==> config.mk <==
export PLATFORM = sky130hd
export DESIGN_NAME = transmitter
export DESIGN_NICKNAME = d
export VERILOG_FILES = /design/src/rtl/uart_pkg.sv /design/src/rtl/transmitter.sv
export SDC_FILE = /design/constraint.sdc
export NUM_CORES = 1
export LEC_CHECK = 0
export CAP_MARGIN = 20
export CORE_MARGIN = 5
export CORE_UTILIZATION = 50
export CTS_CLUSTER_SIZE = 16
export DETAILED_ROUTE_END_ITERATION = 16
export GPL_TIMING_DRIVEN = 1
export HOLD_SLACK_MARGIN = 0.15
export PLACE_DENSITY = 0.76
export SETUP_SLACK_MARGIN = 0.15
export SLEW_MARGIN = 5
export SYNTH_ARGS = -nofsm -noshare
export SYNTH_HDL_FRONTEND = slang
export SYNTH_SLANG_ARGS = --single-unit
==> constraint.sdc <==
create_clock -name clk -period 2.11 [get_ports clk]
set_input_delay 0.211 -clock clk [delete_from_list [all_inputs] [get_ports clk]]
set_output_delay 0.211 -clock clk [all_outputs]
set_load 0.02 [all_outputs]
==> src/rtl/uart_pkg.sv <==
// Definitions shared by the UART transmitter and receiver: the frame FSM states,
// the word-length base and the stop-bit encodings.
package uart_pkg;

    typedef enum logic [2:0] {
        IDLE   = 3'd0,
        START  = 3'd1,
        DATA   = 3'd2,
        PARITY = 3'd3,
        STOP   = 3'd4
    } uart_state_e;

    // Data bits per frame are WORD_LEN_BASE + word_length (5..8).
    localparam int WORD_LEN_BASE = 5;

    // stop_bits pin encodings
    localparam logic STOP_ONE = 1'b0;
    localparam logic STOP_TWO = 1'b1;

    // Mask that keeps only the data bits used at a given word_length.
    function automatic logic [7:0] data_mask(input logic [1:0] wl);
        logic [7:0] m;
        m = '0;
        for (int k = 0; k < 8; k++) begin
            m[k] = (k < (WORD_LEN_BASE + int'(wl)));
        end
        return m;
    endfunction

endpackage

==> src/rtl/transmitter.sv <==
// UART transmitter: start bit, 5..8 data bits LSB first, optional parity,
// one or two stop bits. The frame configuration is captured at accept, so pin
// changes during a frame only affect the next one. break_ctrl overrides the
// line level without disturbing the frame timing.
module transmitter
    import uart_pkg::*;
(
    input  logic        clk,
    input  logic        rst,
    input  logic [1:0]  word_length,
    input  logic [15:0] baud_rate_cnt,
    input  logic        parity_en,
    input  logic        parity_even,
    input  logic        stop_bits,
    input  logic        break_ctrl,
    input  logic [7:0]  pi_tx_data,
    input  logic        pi_flag,
    output logic        tx,
    output logic        tx_ready,
    output logic        po_flag
);

    uart_state_e state_q, state_d;
    logic [15:0] baud_cnt_q, baud_cnt_d;   // 0..B-1 within the current bit
    logic [15:0] bm1_q, bm1_d;             // latched B-1 (B=0 behaves as B=1)
    logic [2:0]  bit_cnt_q, bit_cnt_d;     // data bit index, or stop bit index
    logic [7:0]  data_q, data_d;           // shift register, bit 0 is on the line
    logic [1:0]  wl_q, wl_d;
    logic        par_en_q, par_en_d;
    logic        par_q, par_d;             // parity bit, precomputed at accept
    logic        stop_q, stop_d;
    logic        tx_q, tx_d;
    logic        po_q, po_d;

    logic        tick;
    logic [2:0]  last_data;
    logic [2:0]  last_stop;
    logic [7:0]  masked;
    logic        level;

    // Next-state logic for the frame FSM, counters, shifter and line level.
    always_comb begin
        state_d    = state_q;
        baud_cnt_d = baud_cnt_q;
        bm1_d      = bm1_q;
        bit_cnt_d  = bit_cnt_q;
        data_d     = data_q;
        wl_d       = wl_q;
        par_en_d   = par_en_q;
        par_d      = par_q;
        stop_d     = stop_q;
        po_d       = 1'b0;
        level      = 1'b1;
        masked     = pi_tx_data & data_mask(word_length);
        tick       = (baud_cnt_q == bm1_q);
        last_data  = {1'b0, wl_q} + 3'd4;
        last_stop  = 3'd0;

        case (stop_q)
            STOP_ONE: last_stop = 3'd0;
            STOP_TWO: last_stop = 3'd1;
        endcase

        // Counter runs through every non-idle bit and wraps at B-1.
        if (state_q != IDLE) begin
            baud_cnt_d = tick ? 16'd0 : baud_cnt_q + 16'd1;
        end

        case (state_q)
            IDLE: begin
                baud_cnt_d = '0;
                bit_cnt_d  = '0;
                if (pi_flag) begin
                    state_d  = START;
                    data_d   = masked;
                    wl_d     = word_length;
                    par_en_d = parity_en;
                    par_d    = (^masked) ^ ~parity_even;
                    stop_d   = stop_bits;
                    bm1_d    = (baud_rate_cnt == 16'd0) ? 16'd0 : baud_rate_cnt - 16'd1;
                end
            end
            START: begin
                if (tick) state_d = DATA;
            end
            DATA: begin
                if (tick) begin
                    if (bit_cnt_q == last_data) begin
                        bit_cnt_d = '0;
                        state_d   = par_en_q ? PARITY : STOP;
                    end else begin
                        bit_cnt_d = bit_cnt_q + 3'd1;
                        data_d    = data_q >> 1;
                    end
                end
            end
            PARITY: begin
                if (tick) state_d = STOP;
            end
            STOP: begin
                if (tick) begin
                    if (bit_cnt_q == last_stop) begin
                        bit_cnt_d = '0;
                        state_d   = IDLE;
                        po_d      = 1'b1;
                    end else begin
                        bit_cnt_d = bit_cnt_q + 3'd1;
                    end
                end
            end
            default: state_d = IDLE;
        endcase

        // Line level follows the state being entered so tx is a clean register.
        case (state_d)
            IDLE:    level = 1'b1;
            START:   level = 1'b0;
            DATA:    level = data_d[0];
            PARITY:  level = par_d;
            STOP:    level = 1'b1;
            default: level = 1'b1;
        endcase

        tx_d = break_ctrl ? 1'b0 : level;
    end

    // State and datapath registers with synchronous reset.
    always_ff @(posedge clk) begin
        if (rst) begin
            state_q    <= IDLE;
            baud_cnt_q <= '0;
            bm1_q      <= '0;
            bit_cnt_q  <= '0;
            data_q     <= '0;
            wl_q       <= '0;
            par_en_q   <= 1'b0;
            par_q      <= 1'b0;
            stop_q     <= STOP_ONE;
            tx_q       <= 1'b1;
            po_q       <= 1'b0;
        end else begin
            state_q    <= state_d;
            baud_cnt_q <= baud_cnt_d;
            bm1_q      <= bm1_d;
            bit_cnt_q  <= bit_cnt_d;
            data_q     <= data_d;
            wl_q       <= wl_d;
            par_en_q   <= par_en_d;
            par_q      <= par_d;
            stop_q     <= stop_d;
            tx_q       <= tx_d;
            po_q       <= po_d;
        end
    end

    assign tx       = tx_q;
    assign po_flag  = po_q;
    assign tx_ready = (state_q == IDLE);

endmodule

# --- Word-level counts from Yosys, hierarchy flattened ---
# Index checks and enable logic that the tools add are counted.
# W data, S select, Z words.
word_totals:
  out_inout_bits: 3
  regBits: 53
  elab_cells: 82
  input_bits: 33
op_classes:
  muxes: 26
  n_addsub: 5
  order_cmp: 8
  eq_ne: 14
  n_reduce_logical: 11
  bitwise_logic: 6
ops:
  columns: ["op", "count"]
  rows:
  - ["$lt A4 B32 Y1 const A", 3]
  - ["$lt A3 B32 Y1 const A", 2]
  - ["$mux W3", 12]
  - ["$lt A1 B32 Y1 const A", 1]
  - ["$lt A2 B32 Y1 const A", 1]
  - ["$mux W16", 2]
  - ["$mux W8", 3]
  - ["$add A16 B1 Y16 const B", 1]
  - ["$eq A16 B16 Y1", 1]
  - ["$logic_not A16 Y1", 1]
  - ["$pmux W8 S2", 1]
  - ["$sub A16 B1 Y16 const B", 1]
  - ["$pmux W3 S5", 1]
  - ["$eq A3 B2 Y1 const B", 4]
  - ["$pmux W3 S3", 1]
  - ["$and A8 B8 Y8", 1]
  - ["$ne A2 B2 Y1 const B", 4]
  - ["$reduce_xor A8 Y1", 1]
  - ["$eq A3 B1 Y1 const B", 2]
  - ["$eq A3 B3 Y1", 2]
  - ["$pmux W3 S2", 1]
  - ["$reduce_bool A3 Y1", 2]
  - ["$add A3 B2 Y4 const A", 1]
  - ["$lt A3 B4 Y1 const A", 1]
  - ["other kinds (14)", 20]

# --- Depth between registers and ports, before layout ---
logic_depth:
  ltp_word: 9
  mapped_depth: 9
  ltp_nobuf: 8

# --- Worst setup path before layout ---
# No wires, ideal clock.
synth_timing:
  kind: "flip-flop to flip-flop"
  start: "reg state_q[1]"
  end: "reg tx_q (netlist: tx)"
  path_buffers: 1
  required_time_ns: 2.023
  path_slack_ns: -0.124
  t_arrival_ns: 2.147
  setup_time_ns: 0.087
  synth_period_minus_slack_ns: 2.234
  stages_incl_launch_ff: 8
  path_cell_list: "dfxtp_1 -> clkbuf_1 -> nor3_1 -> and2_0 -> and3_1 -> a221oi_1 -> o21ba_1 -> o31ai_1"
synth_between:
  word_cells_on_any_way: 20
  cone_classes: "eq/ne (7); mux (12); reduce/logical (1)"
synth_lines:
  columns: ["element", "line", "text"]
  rows:
  - ["start, declared", "transmitter.sv:23", "uart_state_e state_q, state_d;"]
  - ["start signal, assigned", "transmitter.sv:142", "state_q <= state_d;"]
  - ["$logic_not A3 Y1 (*)", null, null]
  - ["via tx_ready", "transmitter.sv:19", "output logic tx_ready,"]
  - ["$pmux W3 S5", "transmitter.sv:69", "case (state_q)"]
  - ["$eq A3 B2 Y1 or $eq A3 B1 Y1 (tied branches)", "transmitter.sv:115", "case (state_d)"]
  - ["$pmux W1 S3 (*)", "transmitter.sv:115", null]
  - ["$mux W1 (*)", "transmitter.sv:124", "tx_d = break_ctrl ? 1'b0 : level;"]
  - ["end signal, assigned", "transmitter.sv:151", "tx_q <= tx_d;"]
  - ["end, declared", "transmitter.sv:32", "logic tx_q, tx_d;"]
# The timed path passes the listed nets; every way through them passes the cells marked *.
# A chain may end at the register's enable or synchronous reset.

# --- Worst setup path after layout ---
layout_timing:
  start: "reg bm1_q[7]"
  end: "reg tx_q (netlist: tx)"
layout_between:
  elab_chain_cells: 6
  word_cells_on_any_way: 13
  cone_classes: "eq/ne (4); mux (9)"
layout_rtl:
  columns: ["element", "line", "text"]
  rows:
  - ["start, declared", "transmitter.sv:25", "logic [15:0] bm1_q, bm1_d;"]
  - ["start signal, assigned", "transmitter.sv:144", "bm1_q <= bm1_d;"]
  - ["$eq A16 B16 Y1 (*)", "transmitter.sv:55", "tick = (baud_cnt_q == bm1_q);"]
  - ["$mux W3 (on tied branches)", null, null]
  - ["$pmux W3 S5", "transmitter.sv:69", null]
  - ["$eq A3 B2 Y1 or $eq A3 B1 Y1 (tied branches)", "transmitter.sv:115", null]
  - ["$pmux W1 S3 (*)", "transmitter.sv:115", null]
  - ["$mux W1 (*)", "transmitter.sv:124", null]
# Every way passes the cells marked *; elsewhere a longest branch is shown, timed or not. The select of a mux whose other input is x is not followed.

==> key figures <==
Detailed routing
  • Vias/cell: between 5 and 6
  • Total wire length: around 7000 um
  • Via count: 2601
  • Routed Antenna Nets: 0
  • Drc violations: 0
  • DRT Pass-1 Iters: 4
  • DRT iter0 DRCs: 177
  • Routed length per instance: approximately 15 um

STA
  • TNS Setup: -388 ps
  • Clock Skew: around 15 ps
  • Crit share post-route: 1.06
  • Finish-stage setup viols: 5
  • Fin crit period: between 2000 and 2500 ps
  • Setup ws final: -130 ps
  • Final Hold Fails: 0
  • WHS: between 200 and 300 ps
  • Count of pins over their slew limit: 0
  • Max-slew headroom: 0.682
  • Fmax: ~450 MHz
  • Setup repair after global routing missed its margin: yes
  • Worst slew pin tran: about 470 ps

Global route
  • GR Util All Layers: 0.210
  • Initial antenna violation count: 0
  • Number of global-route vias before repair: 2681
  • Largest net degree at the start of global routing: 32
  • Global route overflow: 0
  • First-pass GRT wire length: 12200 um

Run
  • Max-cap violations: 0

Hold path
  • Worst min path class: in2reg
  • Min-delay src: baud_rate_cnt[1]

Worst setup path
  • Critical path arrival: between 2000 and 2500 ps
  • Critical Path RT: about 2300 ps
  • Setup crit start: bm1_q[7]$_SDFFE_PP0P_
  • Setup crit start kind: register
  • RR Startpoint: bm1_q[7]$_SDFFE_PP0P_
  • Crit path largest cell delay: roughly 350 ps
  • Crit-path max FO: 8
  • CP Cell Sequence: xor2_1 -> nor4_2 -> nand4_1 -> buf_6 -> or3b_1 -> a21o_1 -> nor4b_2 -> o31ai_2
  • Worst Setup Path Type: reg2reg
  • Endpoint class of the critical path: register
  • Critical Path Slowest Stage Cell: or3b_1

Logic synthesis
  • Mapped cell area: about 0.0027 mm^2
  • Avg Cell Area, Syn: 8.63 um^2
  • Post-synth ARST share: 0
  • Synth Area in XOR/XNOR: 0.160
  • Post-Synthesis Cells: approximately 320
  • Area leader, netlist: dfxtp_1
  • Simple-gate area share of the yosys netlist: 0.235
  • Compound-Gate Fraction of Synth Area: 0.172
  • Syn Nets: ~350
  • Synth cell count leaders: dfxtp_1, nor2_1, nand2_1, xor2_1, xnor2_1
  • Yosys top cell area share: 0.387
  • Synth cell types: between 40 and 50
  • Most used DFF post-synth: dfxtp_1
  • Synth area leaders: dfxtp_1, xor2_1, nor2_1, xnor2_1, a22oi_2
  • Post-synthesis sequential area ratio: 0.387
  • Post-synth EDFFs: 0
  • Synth Register Bits: 53
  • Most frequent cell after synthesis: dfxtp_1
  • YS warnings: 0
  • Mux share of post-synthesis cell area: 0
  • Largest family of logic cells by synthesized area: simple AND/OR/NAND/NOR gates
  • Post-synthesis adder-cell area fraction: 0.0173

Layout
  • # diodes: 0
  • Register area: about 0.0011 mm^2
  • Non-filler cells, final: a little under 500
  • Syn-to-layout area delta: 45.3%
  • Fin nets: 451
  • Post-route design area: roughly 0.0040 mm^2
  • Share of cells above drive strength 1: 0.322
  • Fillcell total: 405
  • Area of the multi-input gates: about 0.0018 mm^2

Run status
  • Failing checks: negative setup slack
  • Outcome: finished, violations left

Die
  • Die Height: approximately 84 um
  • Initial Utilization: 0.508
  • Io pins: 36
  • Row count: 27
  • Die ar.: approximately 0.0071 mm^2
  • CORE AREA: around 0.0054 mm^2
  • Die W: approximately 84 um

CTS
  • Num CTS Buffers: 5
  • # clock sinks: 53
  • Longest Clk Path Bufs: 2
  • TritonCTS clock tree: yes
  • Clk_lat worst skew: between 300 and 400 ps
  • H-tree Lvls: 2
  • Clock transition at the registers of the reported paths: 100 ps
  • Clock root buffer: clkbuf_8
  • Cts-stage hold buffer count: 0

Power
  • Worst vdd ir: between 0.3 and 0.4 mV
  • Leak: between 0.0015 and 0.002 uW
  • Pwr/cell area: around 600 mW/mm^2

Placement
  • DPL Wire Length: 4810 um
  • Port bufs: 35
  • Post-place setup slack: -622 ps
  • Placed cells: roughly 470
  • Placed cell area: 0.00362 mm^2
  • Final GP Congestion: 0.842
-- per-stage QoR --
stage / total power [uW] / util
finish: 2420 / 0.738
CTS: 2400 / 0.722
global placement: 1630 / 0.671
floorplan: 1410 / -
detailed placement: 1650 / 0.671
global route: 2530 / 0.738
-- layout make-up --
class / instances / area share
timing repair buffer: 102 / 0.221
sequential: 53 / 0.268
tap: 72 / 0.0226
clock inverter: 1 / 0.00753
clock buffer: 7 / 0.0217
multi-input combinational: 247 / 0.450
inverter: 6 / 0.00941
-- flip-flops by register name, summed over array words and instances, names as in the netlist --
signal / flops
wl_q: 2
par_en_q: 1
bit_cnt_q: 3
bm1_q: 16
state_q: 3
data_q: 8
baud_cnt_q: 16
tx: 1
po_flag: 1
par_q: 1
stop_q: 1
-- final timing paths --
kind                                  to  slack, ps  depth (start not counted)
setup reg to reg           tx$_SDFF_PP1_       -130                          8
hold / removal     bm1_q[3]$_SDFFE_PP0P_        280                          5
setup / recovery           tx$_SDFF_PP1_       -130                          8
hold reg to reg   data_q[4]$_SDFFE_PP0P_        460                          2
-- critical path, delay by kind of cell (launching register included) --
family / cells / cell delay (ps)
AOI/OAI and AO/OA: 2 / 330
xor gates and xnor gates: 1 / 190
buffers and inverters: 1 / 170
DFF: 1 / 340
and+or+nand+nor: 4 / 1100
-- cell usage in the layout (no fill, tap or decap), drive strengths merged, types with 3 or more instances in the layout --
cell type | synthesis | routed
a21oi | 17 | 17
dlygate4sd2 | 0 | 3
nor2 | 52 | 52
nor4 | 5 | 5
o21ai | 8 | 8
or3 | 6 | 6
and3 | 5 | 5
nor3 | 7 | 7
nand4 | 3 | 3
nand3 | 6 | 6
or4 | 4 | 4
o31ai | 3 | 3
clkdlybuf4s50 | 0 | 23
buf | 5 | 73
inv | 6 | 6
xnor2 | 18 | 18
a22oi | 19 | 19
xor2 | 32 | 32
dfxtp | 53 | 53
ha | 3 | 3
clkbuf | 8 | 8
nand2 | 33 | 33
-- logic make-up (layout without fill, tap and decap cells) --
group           count (synthesis)  count (layout)
fa+ha+maj                       4               4
xor+xnor                       50              50
flops                          53              53
compound gates                 61              62
simple gates                  131             131
buf+inv                        19             116
-- metal layers --
layer / share of wire / vias to the layer above / GRT usage
li1: - / 1310 / -
met1: 0.42 / 1224 / 0.252
met2: 0.52 / 56 / 0.375
met3: 0.033 / 11 / 0.0316
met4: 0.019 / 0 / 0.0789
met5: 0 / - / 0
-- where the power goes --
group	switching, uW	internal (uW)
Sequential	37.3	1050
Combinational	290	309
Clock	347	388
Total	674	1750
-- what timing repair did --
item	4_1_cts	5_1_grt
buffers inserted	6	2
setup endpoints to repair	32	32
pin swaps	27	15
gates resized for setup	59	22
cloned	1	0
Note: power is estimated with default switching activity, not from simulation.
